==> src/rtl/ccd_vsched_pkg.sv <==
// Shared types for the CCD vertical-transfer scheduler: state encoding, default
// geometry width and the phase-ordering helper.
package ccd_vsched_pkg;

  localparam int REG_WD_DEF      = 16;
  localparam int HPERIOD_MIN_DEF = 2;

  typedef enum logic [1:0] {
    S_IDLE = 2'd0,
    S_HEAD = 2'd1,
    S_READ = 2'd2,
    S_TAIL = 2'd3
  } state_t;

  // First phase strictly after cur whose line count is non-zero (IDLE if none).
  function automatic state_t next_phase(state_t cur, logic h_nz, logic r_nz, logic t_nz);
    next_phase = S_IDLE;
    case (cur)
      S_IDLE: begin
        if (h_nz)      next_phase = S_HEAD;
        else if (r_nz) next_phase = S_READ;
        else if (t_nz) next_phase = S_TAIL;
      end
      S_HEAD: begin
        if (r_nz)      next_phase = S_READ;
        else if (t_nz) next_phase = S_TAIL;
      end
      S_READ: begin
        if (t_nz)      next_phase = S_TAIL;
      end
      default: next_phase = S_IDLE;
    endcase
  endfunction

endpackage

==> src/rtl/ccd_line_timer.sv <==
// Horizontal line counter: counts 0..period_m1 while enabled and flags the
// last cycle of each line.
module ccd_line_timer #(
  parameter int REG_WD = 16
) (
  input  logic              clk,
  input  logic              reset,
  input  logic              en,
  input  logic              clr,
  input  logic [REG_WD-1:0] period_m1,
  output logic [REG_WD-1:0] hcount,
  output logic              line_end
);

  logic [REG_WD-1:0] hcount_q, hcount_d;

  assign line_end = en && (hcount_q == period_m1);
  assign hcount   = hcount_q;

  always_comb begin
    hcount_d = hcount_q;
    if (clr)           hcount_d = '0;
    else if (line_end) hcount_d = '0;
    else if (en)       hcount_d = hcount_q + REG_WD'(1);
  end

  always_ff @(posedge clk) begin
    if (reset) hcount_q <= '0;
    else       hcount_q <= hcount_d;
  end

endmodule

==> src/rtl/ccd_vtransfer_sched.sv <==
// Frame scheduler for the CCD vertical-transfer path: latches frame geometry and
// steps through head-blank, readout and tail-blank phases.
//
//   state  | meaning
//   S_IDLE | no frame in progress, waiting for i_frame_start
//   S_HEAD | head-blank lines
//   S_READ | readout lines
//   S_TAIL | tail-blank lines
module ccd_vtransfer_sched
  import ccd_vsched_pkg::*;
#(
  parameter int REG_WD      = REG_WD_DEF,
  parameter int HPERIOD_MIN = HPERIOD_MIN_DEF
) (
  input  logic              clk,
  input  logic              reset,
  input  logic              i_frame_start,
  input  logic              i_abort,
  input  logic [REG_WD-1:0] iv_hperiod,
  input  logic [REG_WD-1:0] iv_headblank_lines,
  input  logic [REG_WD-1:0] iv_readout_lines,
  input  logic [REG_WD-1:0] iv_tailblank_lines,
  output logic [REG_WD-1:0] ov_hcount,
  output logic [REG_WD-1:0] ov_vcount,
  output logic              o_headblank_flag,
  output logic              o_readout_flag,
  output logic              o_tailblank_flag,
  output logic              o_frame_busy,
  output logic              o_frame_done,
  output logic              o_start_ignored
);

  localparam logic [REG_WD-1:0] HMIN = REG_WD'(HPERIOD_MIN);

  state_t            state_q, state_d, nxt;
  logic [REG_WD-1:0] hper_m1_q, hper_m1_d, head_m1_q, head_m1_d;
  logic [REG_WD-1:0] read_m1_q, read_m1_d, tail_m1_q, tail_m1_d;
  logic              head_nz_q, head_nz_d, read_nz_q, read_nz_d, tail_nz_q, tail_nz_d;
  logic [REG_WD-1:0] vcount_q, vcount_d, cur_m1, hper_in;
  logic              head_q, read_q, tail_q, busy_q, done_q, done_d, ign_q, ign_d;
  logic              line_end, tmr_clr;

  ccd_line_timer #(.REG_WD(REG_WD)) u_line_timer (
    .clk       (clk),
    .reset     (reset),
    .en        (state_q != S_IDLE),
    .clr       (tmr_clr),
    .period_m1 (hper_m1_q),
    .hcount    (ov_hcount),
    .line_end  (line_end)
  );

  always_comb begin
    state_d   = state_q;
    hper_m1_d = hper_m1_q;
    head_m1_d = head_m1_q;
    read_m1_d = read_m1_q;
    tail_m1_d = tail_m1_q;
    head_nz_d = head_nz_q;
    read_nz_d = read_nz_q;
    tail_nz_d = tail_nz_q;
    vcount_d  = vcount_q;
    done_d    = 1'b0;
    ign_d     = 1'b0;
    tmr_clr   = 1'b0;
    hper_in   = (iv_hperiod < HMIN) ? HMIN : iv_hperiod;
    nxt       = next_phase(state_q, head_nz_q, read_nz_q, tail_nz_q);
    case (state_q)
      S_HEAD:  cur_m1 = head_m1_q;
      S_READ:  cur_m1 = read_m1_q;
      S_TAIL:  cur_m1 = tail_m1_q;
      default: cur_m1 = '0;
    endcase

    if (state_q == S_IDLE) begin
      if (i_frame_start && !i_abort) begin
        hper_m1_d = hper_in - REG_WD'(1);
        head_m1_d = iv_headblank_lines - REG_WD'(1);
        read_m1_d = iv_readout_lines - REG_WD'(1);
        tail_m1_d = iv_tailblank_lines - REG_WD'(1);
        head_nz_d = (iv_headblank_lines != '0);
        read_nz_d = (iv_readout_lines != '0);
        tail_nz_d = (iv_tailblank_lines != '0);
        state_d   = next_phase(S_IDLE, head_nz_d, read_nz_d, tail_nz_d);
        vcount_d  = '0;
        done_d    = (state_d == S_IDLE);
      end
    end else if (i_abort) begin
      state_d  = S_IDLE;
      vcount_d = '0;
      tmr_clr  = 1'b1;
    end else begin
      ign_d = i_frame_start;
      if (line_end) begin
        if (vcount_q == cur_m1) begin
          // hcount wraps to 0 on its own, so the next phase starts cleanly
          state_d  = nxt;
          vcount_d = '0;
          done_d   = (nxt == S_IDLE);
        end else begin
          vcount_d = vcount_q + REG_WD'(1);
        end
      end
    end
  end

  always_ff @(posedge clk) begin
    if (reset) begin
      state_q   <= S_IDLE;
      hper_m1_q <= '0;
      head_m1_q <= '0;
      read_m1_q <= '0;
      tail_m1_q <= '0;
      head_nz_q <= 1'b0;
      read_nz_q <= 1'b0;
      tail_nz_q <= 1'b0;
      vcount_q  <= '0;
      head_q    <= 1'b0;
      read_q    <= 1'b0;
      tail_q    <= 1'b0;
      busy_q    <= 1'b0;
      done_q    <= 1'b0;
      ign_q     <= 1'b0;
    end else begin
      state_q   <= state_d;
      hper_m1_q <= hper_m1_d;
      head_m1_q <= head_m1_d;
      read_m1_q <= read_m1_d;
      tail_m1_q <= tail_m1_d;
      head_nz_q <= head_nz_d;
      read_nz_q <= read_nz_d;
      tail_nz_q <= tail_nz_d;
      vcount_q  <= vcount_d;
      head_q    <= (state_d == S_HEAD);
      read_q    <= (state_d == S_READ);
      tail_q    <= (state_d == S_TAIL);
      busy_q    <= (state_d != S_IDLE);
      done_q    <= done_d;
      ign_q     <= ign_d;
    end
  end

  assign ov_vcount        = vcount_q;
  assign o_headblank_flag = head_q;
  assign o_readout_flag   = read_q;
  assign o_tailblank_flag = tail_q;
  assign o_frame_busy     = busy_q;
  assign o_frame_done     = done_q;
  assign o_start_ignored  = ign_q;

endmodule

==> config.mk <==
export PLATFORM = sky130hd
export DESIGN_NAME = ccd_vtransfer_sched
export DESIGN_NICKNAME = d
export VERILOG_FILES = /design/src/rtl/ccd_vsched_pkg.sv /design/src/rtl/ccd_line_timer.sv /design/src/rtl/ccd_vtransfer_sched.sv
export SDC_FILE = /design/constraint.sdc
export NUM_CORES = 1
export LEC_CHECK = 0
export ABC_AREA = 1
export BUFFER_PORTS_ARGS = -buffer_cell sky130_fd_sc_hd__buf_2
export CAP_MARGIN = 40
export CORE_MARGIN = 2
export CORE_UTILIZATION = 35
export CTS_BUF_LIST = sky130_fd_sc_hd__clkbuf_8 sky130_fd_sc_hd__clkbuf_16
export CTS_CLUSTER_SIZE = 8
export DETAILED_ROUTE_END_ITERATION = 16
export PLACE_DENSITY = 0.63
export SETUP_SLACK_MARGIN = 0.3
export SKIP_LAST_GASP = 1
export SYNTH_ARGS = -nofsm -noshare
export SYNTH_HDL_FRONTEND = slang
export SYNTH_SLANG_ARGS = --single-unit
==> constraint.sdc <==
create_clock -name clk -period 4 [get_ports clk]
set_input_delay 0.2 -clock clk [delete_from_list [all_inputs] [get_ports clk]]
set_output_delay 0.2 -clock clk [all_outputs]
set_load 0.005 [all_outputs]
==> metrics, run 1 <==
min Tclk post-route between 3 and 4 ns; area leader, netlist dfxtp_1; Syn Area/Cell around 6.4 µm²; fmax approximately 330 MHz; commonest non-fill, non-tap cells in the layout nand2_1 (174), nor2_1 (149), inv_1 (140), dfxtp_1 (107), buf_2 (105); placed cell count between 1000 and 1500; Sw Pwr between 0.0006 and 0.0007 W; die footprint between 15000 and 20000 µm²; Yosys top cell area share between 30% and 40%; Post-CTS Repair Setup Buffers 0; layout cell share with drive strength beyond 1 13.27%; CP max stage delay 0.61 ns; H-tree levels 3; Placer Congestion 0.9288; status complete, no violations; worst-path cell chain buf_4, inv_2, nand2_1, nor2_4, inv_1, nand3_1, nand2_1, nand2_2, nor3_1; DRC 0; PortBufs between 100 and 150; Setup TNS 0 ns; Seq cells post-synth 107; antenna diode count 0; initial core utilization between 30% and 40%; Clock transition at path regs 0.08 ns; Max Root-Sink Buffers 2; io pins 106; Reg power frac around half; most frequent CP cell nand2_1; vias ~6500; Vias/cell slightly below 5; Critical Path RT around 4.3 ns; Tot GR Track Use a little under a fifth; post-synth cell types 33; Post-Syn Area between 6000 and 7000 µm²; RSZ-0062 raised after global routing no; Filler cells around 1900; switching part of the total power approximately 29%; VDD IR-drop max 0.0002210 V; Crit Path Max Fanout 27; CTS resizes 0; post-route ant nets 0; initial antenna violation count 0; Comb pwr share between 10% and 20%; Finished Layout Cells about 1300; P&R area growth vs syn 16.44%; total core area between 15000 and 20000 µm²; Root Buffer clkbuf_16; most common cell after layout, fill and taps aside nand2_1; first-pass GRT wire length slightly below 30000 µm; Worst-Margin Slew 0.6806 ns; Sink Count between 100 and 150; pin count of the biggest net entering global routing between 80 and 90; Tcrit/Tclk final between 70% and 80%; critical path's slowest cell nand3_1; Post-Synthesis Cells 993; Die X 138.3 µm; Post-CTS Hold Buffers 0; DR pass1 iterations 5; CTS tree yes; WL/cell around 14 µm; Clock power frac about 38%; sequential area share after synthesis 33.95%; Hold Path Class in2reg; P_leak around 3.5 nW; Syn. warnings 0; CP Class reg2reg; Cell Rows 49; post-layout net count approximately 1200; final hold vios 0; Final Max Tran Viols 0; Internal Pwr Total approximately 0.0017 W; DP Wirelength 14500 µm; total of max-cap violations 0; Post-Syn Nets roughly 1100; crit end category register; final count of negative-setup-slack endpoints 0; Slew HR a little over half; Die H between 100 and 150 µm; WL final approximately 18000 µm; clock skew roughly 0.0085 ns; CTS Buf Count 9; Worst setup SP type register; initial DRC count 644; PwrDens about 330 nW/µm²; critical path arrival 3.34 ns; vias in the first global route about 5600; grt total ovfl 0; worst-skew pair later-pin latency approximately 0.36 ns; cells taking the most area after synthesis dfxtp_1 (34%), nand2_1 (10%), nor2_1 (8.9%)
-- flip-flops by register name, indices dropped and copies added (netlist names) --
register,flops
head_m1_q,16
head_nz_q,1
hper_m1_q,16
o_frame_busy,1
o_frame_done,1
o_headblank_flag,1
o_readout_flag,1
o_start_ignored,1
o_tailblank_flag,1
ov_vcount,16
read_m1_q,16
read_nz_q,1
state_q,2
tail_m1_q,16
tail_nz_q,1
u_line_timer.hcount,16
-- cell usage after synthesis --
| cell | instances |
|---|---|
| a211oi_1 | 1 |
| a21oi_1 | 44 |
| a221oi_1 | 1 |
| a311oi_1 | 1 |
| a31oi_1 | 14 |
| and3_1 | 2 |
| buf_1 | 2 |
| buf_2 | 9 |
| clkbuf_1 | 24 |
| dfxtp_1 | 107 |
| ha_1 | 6 |
| inv_1 | 140 |
| inv_2 | 2 |
| nand2_1 | 174 |
| nand2_2 | 1 |
| nand3_1 | 91 |
| nand3b_1 | 2 |
| nand4_1 | 31 |
| nor2_1 | 150 |
| nor2_2 | 4 |
| nor3_1 | 30 |
| nor3_2 | 1 |
| nor3b_1 | 4 |
| nor4_1 | 3 |
| nor4_2 | 1 |
| o211ai_1 | 11 |
| o21ai_0 | 86 |
| o221ai_1 | 3 |
| o31ai_1 | 1 |
| or2_0 | 1 |
| or2_2 | 7 |
| xnor2_1 | 8 |
| xor2_1 | 31 |
-- critical path, delay by kind of cell, from the launching register on --
| kind | cells | cell delay, ns |
|---|---|---|
| AND/OR/NAND/NOR | 6 | 1.84 |
| buffers and inverters | 3 | 0.81 |
| flip-flops | 1 | 0.31 |
-- layout make-up --
cell class	count	area [µm²]	share of cell area [%]
clock buffers	10	239.0	3.253
clock inverters	6	56.30	0.7663
inverters	142	533.0	7.255
multi-input cells	709	3500	47.63
flip-flops and latches	107	2142	29.16
well taps	229	286.5	3.900
repair buffers	111	590.6	8.038
-- through the flow --
step           utilization (%)  worst slack [ns]  hold WS, ns  power [W]  instance area (µm²)
3_5_place_dp             39.53            0.9539       0.4003   0.001509                 7052
6_report                 41.18            0.9436      0.01804   0.002390                 7347
3_3_place_gp             39.37             1.025       0.3966   0.001501                 7024
2_1_floorplan                -             2.067       0.2900   0.001379                 6310
5_1_grt                  41.18            0.5674      0.03287   0.002497                 7347
4_1_cts                  41.18            0.9441      0.01593   0.002402                 7347
-- kinds of logic (layout without fill, tap and decap cells) --
group / count (synthesis) / after routing / synth area share, %
adders and majority gates: 6 / 6 / 1.190
buffers and inverters: 177 / 269 / 10.71
AOI/OAI and AO/OA: 162 / 162 / 13.94
and+or+nand+nor: 502 / 502 / 34.80
xor gates and xnor gates: 39 / 39 / 5.413
DFF: 107 / 107 / 33.95
-- final timing paths --
path,startpoint,slack (ns),depth (start not counted),end
worst max-delay path,state_q[1],0.94,9,ov_vcount[8]
worst min-delay path,iv_headblank_lines[0],0.02,2,head_m1_q[0]
worst max register to register,state_q[1],0.94,9,ov_vcount[8]
worst min register to register,hper_m1_q[8],0.50,2,hper_m1_q[8]
-- per-layer routing --
| metal | GRT usage, % | wire length, µm | up-vias |
|---|---|---|---|
| li1 | - | - | 3422 |
| met1 | 30.71 | 9943 | 2876 |
| met2 | 26.29 | 7356 | 162 |
| met3 | 2.806 | 927 | 18 |
| met4 | 5.048 | 227 | 0 |
| met5 | 0 | 0 | - |
-- power groups by stage --
stage	Clock [W]	Combinational (W)	Sequential, W
floorplan	0	0.000211	0.00117
global placement	0	0.000312	0.00119
detailed placement	0	0.000319	0.00119
CTS	0.000916	0.000321	0.00117
global route	0.000960	0.000365	0.00117
finish	0.000904	0.000319	0.00117
(Power assumes the default switching activity.)
==> inputs of run 2 (changes only) <==
--- a/config.mk
+++ b/config.mk
@@ -5,7 +5,7 @@
 export SDC_FILE = /design/constraint.sdc
 export NUM_CORES = 1
 export LEC_CHECK = 0
-export ABC_AREA = 1
+export ABC_AREA = 0
 export BUFFER_PORTS_ARGS = -buffer_cell sky130_fd_sc_hd__buf_2
 export CAP_MARGIN = 40
 export CORE_MARGIN = 2
==> constraint.sdc (replaced) <==
create_clock -name clk -period 3.2 [get_ports clk]
set_input_delay 0.16 -clock clk [delete_from_list [all_inputs] [get_ports clk]]
set_output_delay 0.16 -clock clk [all_outputs]
set_load 0.005 [all_outputs]
==> metrics, run 2 <==
status complete, no violations; Syn Area/Cell 8.180 µm²; Final Max Tran Viols 0; total of max-cap violations 0; Critical Path RT approximately 3.5 ns; DRC 0; total core area between 15000 and 20000 µm²; post-layout net count around 890; Seq cells post-synth between 100 and 150; area leader, netlist dfxtp_1; Worst-Margin Slew between 0.7 and 0.8 ns; final hold vios 0; most frequent cell after synthesis nor2_1; pin count of the biggest net entering global routing 130; post-route ant nets 0; CTS Buf Count 9; Sink Count ~110; asr flop ratio synth 0%; DR pass1 iterations 4; Finished Layout Cells roughly 1000; fin area ~7000 µm²; clock skew between 0.01 and 0.015 ns; Die H 134.7 µm; fin util 42.92%; Yosys top cell area share 35.49%; Hold Crit Depth 2; setup slack, reg-to-reg between 0.4 and 0.5 ns; Placer Congestion approximately 0.8; Post-Synthesis Cells 731; PortBufs 105; Post-Syn Nets 805; Crit Path Max Fanout 14; P_leak ~2.6 nW; WL final 15630 µm; Max Root-Sink Buffers 2; Cell Rows 47; Synth top cells by count nor2_1 (131), dfxtp_1 (106), xnor2_1 (57); WL/cell 14.98 µm; Slew HR between 40% and 50%; vias in the first global route just under 5000; CP Class reg2reg; PwrDens roughly 430 nW/µm²; worst-skew pair later-pin latency 0.35 ns; VDD IR-drop max around 0.00026 V; fmax approximately 370 MHz; min Tclk post-route between 2 and 3 ns; layout cell share with drive strength beyond 1 19.32%; CTS tree yes; initial DRC count between 300 and 400; DP Wirelength between 10000 and 15000 µm; Syn. warnings 0; vias roughly 5300; H-tree levels 3; initial antenna violation count 0; Tot Pwr ~0.003 W; cells taking the most area after synthesis dfxtp_1 (35%), xnor2_1 (8.3%), nor2_1 (8.2%); Worst setup SP type register; most common cell after layout, fill and taps aside nor2_1; placed cell count ~1000; crit end category register; critical path arrival 2.97 ns; antenna diode count 0; top_reg_cell synth dfxtp_1; io pins 106; sequential area share after synthesis roughly 35%; Post-Syn Area roughly 6000 µm²; Tot GR Track Use ~17%; final count of negative-setup-slack endpoints 0; Root Buffer clkbuf_16; Setup TNS 0 ns; P&R area growth vs syn 19.46%; initial core utilization ~36%; RSZ-0062 raised after global routing no; Tcrit/Tclk final between 80% and 90%; grt total ovfl 0; die footprint 18150 µm²; r2r worst-path depth 9; Clock transition at path regs roughly 0.070 ns; commonest non-fill, non-tap cells in the layout nor2_1 (130), buf_2 (105), dfxtp_1 (102), xnor2_1 (57), a211oi_1 (56); post-synth cell types between 50 and 60; Vias/cell 5.108; Hold Path Class in2reg; first-pass GRT wire length roughly 25000 µm; placed cell area slightly below 7000 µm²; Die X 134.7 µm; EDFF count, synth 0
==> run 2: final timing paths <==
| path | startpoint | endpoint |
|---|---|---|
| worst max register to register | u_line_timer.hcount[14] | ov_vcount[15] |
| worst max-delay path | u_line_timer.hcount[14] | ov_vcount[15] |
| worst min register to register | tail_m1_q[3] | tail_m1_q[3] |
| worst min-delay path | iv_readout_lines[0] | read_m1_q[0] |
==> run 2: power breakdown <==
part	switching [W]	internal (W)
sequential	0.0000548	0.00138
clock	0.000498	0.000749
combinational	0.000228	0.000173
==> run 2: logic make-up after synthesis <==
group                    synth area share (%)
AND/OR/NAND/NOR                         25.19
AO/OA/AOI/OAI                           15.74
flip-flops                              35.49
XOR/XNOR                                15.09
buffers and inverters                   4.059
multiplexers                            3.181
adder cells (fa/ha/maj)                 1.255
==> run 2: worst max-delay path: stages, from the launching register on <==
cell and delay [ns]:
dfxtp_1 0.35, xor2_1 0.18, or4_1 0.51, or4_4 0.56, nor4_4 0.18, nor3_2 0.08, buf_4 0.20, nor4_1 0.36
xnor2_1 0.16, nor2_1 0.05
==> run 2: timing repair <==
action,4_1_cts,5_1_grt
setup buffers,0,1
hold buffers,0,0
resized for setup,0,15
setup endpoints to repair,0,22
==> run 2: per-stage QoR <==
| step | hold slack [ns] | setup WS (ns) |
|---|---|---|
| finish | 0.02542 | 0.4765 |
| global route | 0.03224 | 0.2968 |
| CTS | 0.01768 | 0.3158 |
| detailed placement | 0.3917 | 0.3191 |
| global placement | 0.3881 | 0.3332 |
| floorplan | 0.2556 | 0.5447 |
==> run 2: cell type report <==
| type | count | area, µm² |
|---|---|---|
| Fill cell | 1663 | 9499 |
| Multi-Input combinational cell | 565 | 3681 |
| Clock buffer | 12 | 266.5 |
| Timing Repair Buffer | 122 | 665.6 |
| Inverter | 14 | 52.55 |
| Sequential cell | 106 | 2130 |
| Tap cell | 220 | 275.3 |
| Clock inverter | 4 | 72.57 |
==> run 2: routing by layer <==
layer  vias to the layer above  GRT usage (%)  wire length (µm)
li1                       2792              -                 -
met1                      2424          25.91              8082
met2                       100          25.97              6788
met3                        12          2.628               608
met4                         0          5.380               145
met5                         -              0                 0
